**src/rtl/twi_bus_ctrl.sv**
```systemverilog
// twi_bus_ctrl: memory-mapped front end for twi_master on the SchoolMIPS data bus.
// It holds the transfer registers and launches one write or read per CPU command.
// A watchdog aborts any transaction that never sees its tr completion pulse.
module twi_bus_ctrl #(
    parameter int ADDR_W  = 4,
    parameter int TIMEOUT = 200000,
    parameter int CNT_W   = 18
) (
    input  logic              clk,
    input  logic              rst,
    input  logic [ADDR_W-1:0] bus_addr,
    input  logic              bus_we,
    input  logic [31:0]       bus_wd,
    output logic [31:0]       bus_rd,
    output logic              irq,
    output logic [6:0]        chip_addr,
    output logic [7:0]        reg_addr,
    output logic [7:0]        datain,
    input  logic [7:0]        dataout,
    output logic              wr,
    output logic              rd,
    input  logic              tr,
    output logic              tr_clr
);

    typedef enum logic [1:0] {
        IDLE  = 2'd0,
        ISSUE = 2'd1,
        BUSY  = 2'd2,
        ABORT = 2'd3
    } state_t;

    state_t           state_q, state_d;
    logic [6:0]       chip_q, chip_d;
    logic [7:0]       reg_q, reg_d;
    logic [7:0]       wdata_q, wdata_d;
    logic [7:0]       rdata_q, rdata_d;
    logic             ie_q, ie_d;
    logic             done_q, done_d;
    logic             timeout_q, timeout_d;
    logic             irq_q, irq_d;
    logic             cmd_rd_q, cmd_rd_d;
    logic             wr_q, wr_d;
    logic             rd_q, rd_d;
    logic             tr_clr_q, tr_clr_d;
    logic [CNT_W-1:0] wd_q, wd_d;

    logic [1:0]       reg_sel;
    logic             ctrl_wr;
    logic             start_cmd;
    logic             set_done;
    logic             busy;
    logic             unused_bits;

    assign reg_sel     = bus_addr[3:2];
    assign ctrl_wr     = bus_we && (reg_sel == 2'd3);
    assign start_cmd   = ctrl_wr && (bus_wd[0] || bus_wd[1]);
    assign busy        = (state_q != IDLE);
    assign unused_bits = ^{bus_wd[31:8], bus_addr[1:0]};

    assign chip_addr = chip_q;
    assign reg_addr  = reg_q;
    assign datain    = wdata_q;
    assign wr        = wr_q;
    assign rd        = rd_q;
    assign tr_clr    = tr_clr_q;
    assign irq       = irq_q;

    // Read mux: register contents returned combinationally for the addressed word.
    always_comb begin
        bus_rd = 32'd0;
        case (reg_sel)
            2'd0:    bus_rd = {25'd0, chip_q};
            2'd1:    bus_rd = {24'd0, reg_q};
            2'd2:    bus_rd = {24'd0, wdata_q};
            default: bus_rd = {16'd0, rdata_q, 4'd0, ie_q, timeout_q, done_q, busy};
        endcase
    end

    // Next-state logic: register writes, transaction sequencing, watchdog and status.
    always_comb begin
        state_d   = state_q;
        chip_d    = chip_q;
        reg_d     = reg_q;
        wdata_d   = wdata_q;
        rdata_d   = rdata_q;
        ie_d      = ie_q;
        done_d    = done_q;
        timeout_d = timeout_q;
        cmd_rd_d  = cmd_rd_q;
        wd_d      = wd_q;
        set_done  = 1'b0;

        // Address registers are frozen while a transfer is in flight.
        if (bus_we && !busy) begin
            case (reg_sel)
                2'd0:    chip_d  = bus_wd[6:0];
                2'd1:    reg_d   = bus_wd[7:0];
                2'd2:    wdata_d = bus_wd[7:0];
                default: ;
            endcase
        end

        if (ctrl_wr) begin
            ie_d = bus_wd[2];
        end

        case (state_q)
            IDLE: begin
                if (start_cmd) begin
                    state_d   = ISSUE;
                    cmd_rd_d  = !bus_wd[0];
                    done_d    = 1'b0;
                    timeout_d = 1'b0;
                    wd_d      = '0;
                end
            end
            ISSUE: begin
                state_d = BUSY;
            end
            BUSY: begin
                wd_d = wd_q + CNT_W'(1);
                if (tr) begin
                    if (cmd_rd_q) begin
                        rdata_d = dataout;
                    end
                    set_done = 1'b1;
                    state_d  = IDLE;
                end else if (wd_q == CNT_W'(TIMEOUT - 1)) begin
                    state_d = ABORT;
                    wd_d    = '0;
                end
            end
            default: begin
                wd_d = wd_q + CNT_W'(1);
                if (wd_q == CNT_W'(3)) begin
                    state_d   = IDLE;
                    timeout_d = 1'b1;
                    set_done  = 1'b1;
                end
            end
        endcase

        if (set_done) begin
            done_d = 1'b1;
        end else if (ctrl_wr && bus_wd[3]) begin
            done_d = 1'b0;
        end

        irq_d    = done_q && ie_q;
        wr_d     = (state_d == BUSY) && !cmd_rd_q;
        rd_d     = (state_d == BUSY) && cmd_rd_q;
        tr_clr_d = !((state_d == ISSUE) || (state_d == BUSY));
    end

    // State and register storage with asynchronous active-low reset.
    always_ff @(posedge clk or negedge rst) begin
        if (!rst) begin
            state_q   <= IDLE;
            chip_q    <= '0;
            reg_q     <= '0;
            wdata_q   <= '0;
            rdata_q   <= '0;
            ie_q      <= 1'b0;
            done_q    <= 1'b0;
            timeout_q <= 1'b0;
            irq_q     <= 1'b0;
            cmd_rd_q  <= 1'b0;
            wr_q      <= 1'b0;
            rd_q      <= 1'b0;
            tr_clr_q  <= 1'b1;
            wd_q      <= '0;
        end else begin
            state_q   <= state_d;
            chip_q    <= chip_d;
            reg_q     <= reg_d;
            wdata_q   <= wdata_d;
            rdata_q   <= rdata_d;
            ie_q      <= ie_d;
            done_q    <= done_d;
            timeout_q <= timeout_d;
            irq_q     <= irq_d;
            cmd_rd_q  <= cmd_rd_d;
            wr_q      <= wr_d;
            rd_q      <= rd_d;
            tr_clr_q  <= tr_clr_d;
            wd_q      <= wd_d;
        end
    end

endmodule

```
**config.mk**
```make
export PLATFORM = sky130hd
export DESIGN_NAME = twi_bus_ctrl
export DESIGN_NICKNAME = d
export VERILOG_FILES = /design/src/rtl/twi_bus_ctrl.sv
export SDC_FILE = /design/constraint.sdc
export NUM_CORES = 1
export LEC_CHECK = 0
export ABC_AREA = 1
export ABC_CLOCK_PERIOD_IN_PS = 2110
export BUFFER_PORTS_ARGS = -buffer_cell sky130_fd_sc_hd__buf_2
export CAP_MARGIN = 20
export CELL_PAD_IN_SITES_DETAIL_PLACEMENT = 1
export CELL_PAD_IN_SITES_GLOBAL_PLACEMENT = 2
export CORE_ASPECT_RATIO = 1.5
export CORE_MARGIN = 10
export CORE_UTILIZATION = 28
export CTS_BUF_LIST = sky130_fd_sc_hd__clkbuf_8
export DETAILED_ROUTE_END_ITERATION = 6
export PLACE_DENSITY = 0.89
export SLEW_MARGIN = 30
export SYNTH_ARGS = -nofsm -noshare
export SYNTH_HDL_FRONTEND = slang
export SYNTH_SLANG_ARGS = --single-unit
```
**constraint.sdc**
```tcl
create_clock -name clk -period 2.11 [get_ports clk]
set_input_delay 0.633 -clock clk [delete_from_list [all_inputs] [get_ports clk]]
set_output_delay 0.633 -clock clk [all_outputs]
set_load 0.1 [all_outputs]
```
==> results.md, run 1 <==
* Die X at around 110 um
* Startpoint types: input port
* Final GP Congestion at ~0.84
* CTS clock-pin slew for the worst setup and hold paths at 70 ps
* Clk Latency, worst-skew pair at between 300 and 400 ps
* Final setup viols at 0
* Setup CP Type: input port to primary output
* Initial antenna violation count at 1
* Maximum clock insertion buffer count at 2
* Commonest non-fill, non-tap cell in the layout: nand2_1
* Drt wl/cell at about 16 um
* Final Hold Vio Count at 0
* Post-synth EDFFs at 0
* Fraction of layout cells with a size suffix above 1 at 0.264
* H-tree depth at 3
* P_int at 3280 uW
* Final Util at 0.400
* HP Class: input port to asynchronous set/reset pin
* Residual DRC at 0
* Highest Clock Rate at 476 MHz
* Power, Total at ~7700 uW
* Worst path required time at 1480 ps
* Final Skew at around 7.8 ps
* Finished Layout Cells at around 670
* Number of diodes at 0
* Initial Util at 0.288
* RSZ-0062 raised after global routing: true
* Sequential fraction of the synthesis area at 0.459
* Starting DRT DRC Count at 102
* Comb power frac at 0.616
* Ys Warns at 0
* Crit path DAT at 1470 ps
* Synth async-reset ratio at 1.00
* Root Buffer: clkbuf_8
* Die area at around 16000 sq um
* Site row count at 47
* Clk pwr share at 0.150
* IO Count at between 100 and 150
* Number of global-route vias before repair at about 3500
* Sw power at approximately 4400 uW
* Final period utilization at 0.997
* Nets at around 570
* Crit end category: primary output
* Core area at 11200 sq um
* IO Port Bufs at 64
* Peak supply drop at about 0.00054 V
* Ys flop type: dfrtp_1
* Reg2Reg Depth at 10
* Worst slew margin at 0.628
* P_leak at roughly 0.0023 uW
* Status: complete, no violations
* Detailed placement HPWL at 8200 um
* Final slew viol count at 0
* Vias at between 3000 and 4000
* TritonCTS Buffers at 9
* Unique masters post-synth at 31
* Post-Syn Area at 3220 sq um
* Routed vias/inst at 4.57
* Tmin final at between 2000 and 2500 ps
* Reg power frac at 0.234
* Final ANT Viol Nets at 0
* Switching share of power at 0.573
* Die Y at around 150 um
* Setup TNS at 0 ps
* Number of placed cells counting well taps at 645
* Yosys reg bits at 59
* Commonest non-fill, non-tap cells in the layout: nand2_1 (103), dfrtp_1 (58), inv_1 (57)
* First-pass GRT wire length at roughly 18000 um
* Global route overflow at 0
* Area grow syn2layout at 39.0%
* Drt pass-1 iters at 4
* Max Cap Violations at 0
* Largest net degree at the start of global routing at 52
* GRT Overall Usage at 0.136
* Power per cell area at approximately 1700 nW/um^2
* Drt total wl at between 10000 and 15000 um
* Worst slew pin tran at approximately 560 ps
* Clock Sinks at 59
* Mapped Cells at about 420
* Peak fanout along the critical path at 4
* Avg Cell Area, Syn at 7.59 sq um
* TritonCTS clock tree: done
-- worst max-delay path: stages --
cell,delay (ps)
buf_12,120
nand2_4,70
clkinv_4,50
a22o_1,180
a21oi_2,150
o21ai_4,90
buf_12,170
-- through the flow --
stage / cell area [sq um] / worst slack, ps / hold WS (ps)
finish: 4470 / 7.21 / 141
global route: 4470 / -34.6 / 139
CTS: 4440 / 1.87 / 130
detailed placement: 4160 / -142 / 485
global placement: 4160 / -136 / 485
floorplan: 3430 / -385 / 337
-- power by group through the flow --
stage | clock network (uW) | logic [uW] | registers (uW)
floorplan | 0 | 1750 | 3540
global placement | 0 | 4610 | 1790
detailed placement | 0 | 4690 | 1810
CTS | 1180 | 4760 | 1790
global route | 1240 | 4990 | 1850
finish | 1160 | 4730 | 1800
-- synthesized netlist by cell type, types with 6 or more instances --
library cell | number | area [sq um]
o21ai_0 | 28 | 140
buf_4 | 18 | 135
nand4_1 | 8 | 50.1
nand3_1 | 26 | 130
nor3_1 | 9 | 45.0
ha_1 | 6 | 75.1
inv_1 | 59 | 221
a21oi_1 | 17 | 85.1
o21ai_1 | 6 | 30.0
dfrtp_1 | 58 | 1450
nand2_1 | 107 | 402
nor2_1 | 52 | 195
-- registers in the layout, summed over array words and instances (netlist names) --
signal and cells:
wd_q 18, datain 8, rdata_q 8, reg_addr 8
chip_addr 7, state_q 2, cmd_rd_q 1, done_q 1
ie_q 1, irq 1, rd 1, timeout_q 1
tr_clr 1, wr 1
-- cell families after synthesis --
family,after synthesis,share of synthesized area
AOI/OAI and AO/OA,57,0.0941
buffers and inverters,84,0.122
and+or+nand+nor,214,0.292
other,1,0.00116
xor gates and xnor gates,3,0.00816
adders and majority gates,6,0.0233
DFF,59,0.459
-- layout make-up --
type	count	area [sq um]
Sequential cell	59	1480
Tap cell	147	184
Fill cell	1373	6700
Clock inverter	6	81.3
Clock buffer	10	138
Inverter	61	239
Multi-Input combinational cell	296	1550
Timing Repair Buffer	86	808
-- what timing repair did --
| action | in CTS | in global routing |
|---|---|---|
| buffers inserted | 3 | 1 |
| cloned | 0 | 0 |
| hold buffers | 0 | 0 |
| setup endpoints to repair | 16 | 5 |
| pin swaps | 2 | 2 |
| gates resized for setup | 12 | 8 |
| hold endpoints to repair | 0 | 0 |
-- worst paths after layout --
| kind | from | to | slack [ps] |
|---|---|---|---|
| setup / recovery | bus_addr[2] | bus_rd[0] | 7 |
| hold / removal | rst | wr | 140 |
| setup reg to reg | state_q[1] | wd_q[5] | 230 |
| hold reg to reg | ie_q | irq | 500 |
| max in group asynchronous | rst | datain[7] | 1420 |
| min in group clk | ie_q | irq | 500 |
-- routing by layer --
metal,vias to the layer above,share of wire,track usage
li1,1486,-,-
met1,1480,0.37,0.131
met3,12,0.039,0.0374
met4,2,0.015,0.0456
met5,-,0.0012,0
met2,57,0.57,0.265
No activity file was read; power rests on OpenSTA's default activity.
==> run 2: changes to the inputs <==
- CTS_CLUSTER_SIZE: default -> 12
- SETUP_SLACK_MARGIN: default -> 0.15
==> run 2 against run 1 <==
Effect of this change: the flow now finishes with violations (negative setup slack); final area grew 3.6%; count of clock-buffer cells in the layout is 1 higher; power is 1.2% higher; worst hold slack improved by 110 ps; global-route usage decreased by 0.20 points; sequential share of layout area down 0.98 points; routed wire length up 2.9%; critical path type unchanged.
==> results.md, run 2 (same netlist as run 1, synthesis figures left out) <==
* Status: finished with violations (was complete, no violations)
* Failing checks: negative setup slack
* Peak supply drop at 0.000575 V (was 0.000539 V)
* Initial antenna violation count at 1 (unchanged)
* R2r endpoint: wr (was wd_q[5])
* Worst path slowest cell: a22o_1 (unchanged)
* Clock Sinks at 59 (unchanged)
* Switching share of power at 0.573 (about the same)
* Area grow syn2layout at 44.0% (was 39.0%)
* Die Y at 151 um (unchanged)
* Number of diodes at 0 (unchanged)
* Worst setup endpoint: bus_rd[0] (unchanged)
* P_int at 3320 uW (was 3280 uW)
* Vias at 3088 (was 3037)
* TritonCTS Buffers at 9 (unchanged)
* Final worst setup slack at -75.5 ps (was 7.21 ps)
* Clk pwr share at 0.149 (was 0.150)
* Crit end category: primary output (unchanged)
* CTS clock-pin slew for the worst setup and hold paths at 70 ps (about the same)
* Reg power frac at 0.239 (was 0.234)
* Peak fanout along the critical path at 4 (unchanged)
* Drt total wl at 10800 um (was 10500 um)
* Comb power frac at 0.612 (was 0.616)
* Final Hold Vio Count at 0 (unchanged)
* Final slew viol count at 0 (unchanged)
* Start point of the critical path: bus_addr[2] (unchanged)
* Nets at 569 (was 567)
* Fraction of layout cells with a size suffix above 1 at 0.306 (was 0.264)
* Die area at 16300 sq um (unchanged)
* Setup CP Type: input port to primary output (unchanged)
* Highest Clock Rate at 458 MHz (was 476 MHz)
* Cell mode on critical path: buf_12 (unchanged)
* Min Hold Slack at 248 ps (was 141 ps)
* Clk Latency, worst-skew pair at 340 ps (about the same)
* Startpoint types: input port (unchanged)
* Residual DRC at 0 (unchanged)
* Crit-path max cell delay at 230 ps (was 180 ps)
* R2R setup slack at 300 ps (was 230 ps)
* Sw power at 4460 uW (was 4410 uW)
* Maximum clock insertion buffer count at 2 (unchanged)
* Final GP Congestion at 0.816 (was 0.845)
* Reg2Reg Launch Point: wd_q[7] (was state_q[1])
* Worst path required time at 1480 ps (about the same)
* Final instance area at 4630 sq um (was 4470 sq um)
* RSZ-0062 raised after global routing: true (unchanged)
* Critical path, cell by cell: buf_12 -> nand2_4 -> clkinv_4 -> a22o_1 -> a21oi_2 -> o21ai_4 -> buf_12 (unchanged)
* Site row count at 47 (unchanged)
* P_leak at 0.00238 uW (was 0.00229 uW)
* Commonest non-fill, non-tap cells in the layout: nand2_1 (88), inv_1 (60), dfrtp_1 (52) (was nand2_1 (103), dfrtp_1 (58), inv_1 (57))
* Max Cap Violations at 0 (unchanged)
* Final period utilization at 1.04 (was 0.997)
* GRT Overall Usage at 0.134 (was 0.136)
* Crit path DAT at 1550 ps (was 1470 ps)
* Power, Total at 7780 uW (was 7680 uW)
* Initial Util at 0.288 (unchanged)
* Tmin final at 2190 ps (was 2100 ps)
* Placed cell areas at 4140 sq um (was 4160 sq um)
* IO Port Bufs at 64 (unchanged)
* Worst slew pin tran at 571 ps (was 556 ps)
* Core area at 11200 sq um (unchanged)
* Final Util at 0.415 (was 0.400)
* Commonest non-fill, non-tap cell in the layout: nand2_1 (unchanged)
* Number of global-route vias before repair at 3418 (was 3468)
* Drt pass-1 iters at 4 (unchanged)
* Top reg by flops: wd_q (unchanged)
* Starting DRT DRC Count at 85 (was 102)
* Global route overflow at 0 (unchanged)
* TritonCTS clock tree: done (unchanged)
* Max reg flops at 18 (unchanged)
* Die X at 108 um (unchanged)
* Reg2Reg Depth at 9 (was 10)
* Worst slew margin at 0.618 (was 0.628)
* Power per cell area at 1680 nW/um^2 (was 1720 nW/um^2)
* Setup TNS at -115 ps (was 0 ps)
* Final ANT Viol Nets at 0 (unchanged)
* Final setup viols at 4 (was 0)
* Drt wl/cell at 16.2 um (was 15.8 um)
* IO Count at 107 (unchanged)
* Final Skew at 8.91 ps (was 7.77 ps)
* Largest net degree at the start of global routing at 36 (was 52)
* Detailed placement HPWL at 8040 um (was 8200 um)
* Root Buffer: clkbuf_8 (unchanged)
* Routed vias/inst at 4.64 (was 4.57)
* HP Class: input port to asynchronous set/reset pin (unchanged)
* H-tree depth at 3 (unchanged)
* First-pass GRT wire length at 17300 um (was 17600 um)
run 2: changes by cell type in the layout (fill, tap and decap cells not counted), sizes merged:
| cell | change |
|---|---|
| inv | +1 |
| clkbuf | +1 |
| clkinvlp | -1 |
| clkinv | -2 |
| buf | +2 |
run 2: critical path: cells and delay by family:
family	cells	cell delay, ps
simple gates	1	70
compound gates	3	500
buf+inv	3	340
run 2: how the worst min path moves through the flow:
| stage | startpoint | end | slack [ps] | cells after the start |
|---|---|---|---|---|
| after floorplan | rst | chip_addr[0] | 340 | 0 |
| after global placement | reg_addr[5] | reg_addr[5] | 480 | 2 |
| after detailed placement | cmd_rd_q | wr | 480 | 1 |
| after CTS | rst | wd_q[11] | 260 | 2 |
| after global routing | rst | wd_q[12] | 250 | 2 |
| final | rst | wd_q[11] | 250 | 2 |
run 2: power by group through the flow:
stage	logic [uW]	registers (uW)	clock network [uW]
detailed placement	4660	1820	0
global route	5010	1910	1240
finish	4760	1860	1160
CTS	4750	1840	1180
floorplan	1750	3550	0
global placement	4590	1810	0
run 2: per-layer routing:
layer  vias to the layer above  GRT usage  wire length, um
met3                        21     0.0425              498
li1                       1490          -                -
met5                         -          0               13
met4                         2     0.0543              258
met2                        62      0.256             6130
met1                      1513      0.127             3890
run 2: cell type report:
cell class                 instances  area, sq um
clock buffer                      11          151
multi-input combinational        296         1650
inverter                          61          244
clock inverter                     4         67.6
fill                            1369         6540
tap                              147          184
sequential                        59         1490
timing repair buffer              88          850
run 2: timing repair:
item / CTS / global route
resized for setup: 38 / 17
setup endpoints to repair: 16 / 30
pin swaps: 9 / 11
gates cloned: 0 / 0
buffers inserted: 7 / 3
hold buffers: 0 / 0
run 2: per-stage QoR:
stage / instances / setup WS, ps
after floorplan: 439 / -385
after detailed placement: 641 / -122
final: 666 / -75.5
after global routing: 666 / -107
after CTS: 663 / -4.13
after global placement: 641 / -119
==> run 3: changes to the inputs <==
- CAP_MARGIN: 20 -> 5
- REMOVE_ABC_BUFFERS: default -> 1
==> run 3 against run 2 <==
Effect of this change: the run now ends clean; clock skew rose by 5.2 ps; first-iteration DRC count fell by 26%; non-clock buffer count fell by 2.
==> results.md, run 3 (same netlist as run 1, synthesis figures left out) <==
* Status: complete, no violations (was finished with violations)
* Peak supply drop at 0.000483 V (was 0.000575 V)
* Worst path required time at 1480 ps (about the same)
* Number of diodes at 0 (unchanged)
* Setup TNS at 0 ps (was -115 ps)
* Clk Latency, worst-skew pair at 350 ps (was 340 ps)
* Site row count at 47 (unchanged)
* Commonest non-fill, non-tap cells in the layout: nand2_1 (101), inv_1 (58), dfrtp_1 (58) (was nand2_1 (88), inv_1 (60), dfrtp_1 (52))
* IO Count at 107 (unchanged)
* Root Buffer: clkbuf_8 (unchanged)
* Final Skew at 14.1 ps (was 8.91 ps)
* CTS clock-pin slew for the worst setup and hold paths at 60 ps (was 70 ps)
* R2R setup slack at 340 ps (was 300 ps)
* Cell mode on critical path: buf_12 (unchanged)
* Die area at 16300 sq um (unchanged)
* Detailed placement HPWL at 7910 um (was 8040 um)
* Worst path slowest cell: buf_12 (was a22o_1)
* Crit-path max cell delay at 230 ps (about the same)
* Core area at 11200 sq um (unchanged)
* GRT Overall Usage at 0.132 (was 0.134)
* Top reg by flops: wd_q (unchanged)
* Commonest non-fill, non-tap cell in the layout: nand2_1 (unchanged)
* Global route overflow at 0 (unchanged)
* Drt wl/cell at 15.8 um (was 16.2 um)
* RSZ-0062 raised after global routing: true (unchanged)
* Crit end category: primary output (unchanged)
* Crit path DAT at 1450 ps (was 1550 ps)
* Number of placed cells counting well taps at 642 (was 641)
* Drt pass-1 iters at 4 (unchanged)
* Power, Total at 7800 uW (was 7780 uW)
* TritonCTS Buffers at 9 (unchanged)
* Initial antenna violation count at 1 (unchanged)
* Nets at 567 (was 569)
* Peak fanout along the critical path at 8 (was 4)
* Routed vias/inst at 4.61 (was 4.64)
* Final period utilization at 0.989 (was 1.04)
* Area grow syn2layout at 40.0% (was 44.0%)
* Final setup viols at 0 (was 4)
* Max reg flops at 18 (unchanged)
* First-pass GRT wire length at 17100 um (was 17300 um)
* Critical path, cell by cell: buf_12 -> nand2_4 -> inv_4 -> buf_8 -> nand2_2 -> nand4_1 -> buf_12 (was buf_12 -> nand2_4 -> clkinv_4 -> a22o_1 -> a21oi_2 -> o21ai_4 -> buf_12)
* Tmin final at 2090 ps (was 2190 ps)
* Startpoint types: input port (unchanged)
* Finished Layout Cells at 665 (was 666)
* Setup CP Type: input port to primary output (unchanged)
* Reg2Reg Launch Point: state_q[1] (was wd_q[7])
* WP buf/inv at 4 (was 3)
* Number of global-route vias before repair at 3407 (was 3418)
* Highest Clock Rate at 479 MHz (was 458 MHz)
* Worst slew margin at 0.587 (was 0.618)
* Vias at 3063 (was 3088)
* IO Port Bufs at 64 (unchanged)
* Worst slew pin tran at 615 ps (was 571 ps)
* Final slew viol count at 0 (unchanged)
* Clock Sinks at 59 (unchanged)
* H-tree depth at 3 (unchanged)
* Final ANT Viol Nets at 0 (unchanged)
* P_leak at 0.00231 uW (was 0.00238 uW)
* Final GP Congestion at 0.811 (was 0.816)
* Residual DRC at 0 (unchanged)
* Max Cap Violations at 0 (unchanged)
* Starting DRT DRC Count at 63 (was 85)
* Die Y at 151 um (unchanged)
* Maximum clock insertion buffer count at 2 (unchanged)
* HP Class: input port to asynchronous set/reset pin (unchanged)
* Drt total wl at 10500 um (was 10800 um)
* R2r endpoint: wr (unchanged)
* Largest delay share family, worst path: buffers and inverters (was compound AO/OA/AOI/OAI gates)
* TritonCTS clock tree: done (unchanged)
* Fraction of layout cells with a size suffix above 1 at 0.266 (was 0.306)
* Final Hold Vio Count at 0 (unchanged)
* Reg2Reg Depth at 11 (was 9)
* Initial Util at 0.288 (unchanged)
* Power per cell area at 1730 nW/um^2 (was 1680 nW/um^2)
* Largest net degree at the start of global routing at 38 (was 36)
* Die X at 108 um (unchanged)
## run 3: cell types whose count changed in the layout (fill, tap and decap cells not counted), sizes merged
cell / before / now
buf: 88 / 86
bufinv: 2 / 3
clkbuf: 11 / 12
inv: 62 / 61
## run 3: what timing repair did
item / CTS / global route
pin swaps: 3 / 9
gates resized for setup: 53 / 7
endpoints found under the setup margin: 16 / 27
cloned: 0 / 0
buffers inserted: 5 / 2
hold buffers: 0 / 0
hold endpoints to repair: 0 / 0
## run 3: report_power, final
group / switching (uW) / leakage [uW] / total [uW] / internal, uW
logic: 3640 / 0.00143 / 4660 / 1020
clock network: 458 / 0.000133 / 1340 / 879
registers: 279 / 0.000750 / 1800 / 1520
total: 4380 / 0.00231 / 7800 / 3420
## run 3: worst reg2reg max path, delay by kind of cell, from the launching register on
family                   cells  cell delay, ps
buffers and inverters        3             270
AO/OA/AOI/OAI                2             200
AND/OR/NAND/NOR              4             420
adder cells (fa/ha/maj)      2             450
flip-flops                   1             380
## run 3: worst max-delay path by stage
stage                 from        end  slack [ps]  depth (start not counted)
4_1_cts        bus_addr[2]  bus_rd[0]          50                          7
6_report       bus_addr[2]  bus_rd[1]          20                          7
5_1_grt        bus_addr[2]  bus_rd[1]         -20                          6
2_1_floorplan  bus_addr[2]  bus_rd[0]       -1430                          2
3_3_place_gp   bus_addr[3]  bus_rd[0]        -110                          8
3_5_place_dp   bus_addr[3]  bus_rd[0]        -140                          8
## run 3: cell type report
cell class	instances	area (sq um)
Multi-Input combinational cell	296	1540
Clock inverter	4	95.1
Timing Repair Buffer	86	807
Fill cell	1390	6670
Inverter	61	241
Tap cell	147	184
Sequential cell	59	1480
Clock buffer	12	165
## run 3: metrics by stage
stage	util	setup WS (ps)	area (sq um)	hold WS [ps]
CTS	0.400	49.9	4470	269
detailed placement	0.356	-143	3980	495
finish	0.403	22.5	4510	272
global placement	0.356	-111	3980	483
floorplan	-	-1430	3110	337
global route	0.403	-16.5	4510	297
## run 3: per-layer routing
layer	track usage	routed length [um]	up-vias
li1	-	-	1484
met1	0.123	3760	1492
met2	0.261	6050	64
met3	0.0311	438	21
met4	0.0617	269	2
met5	0	13	-
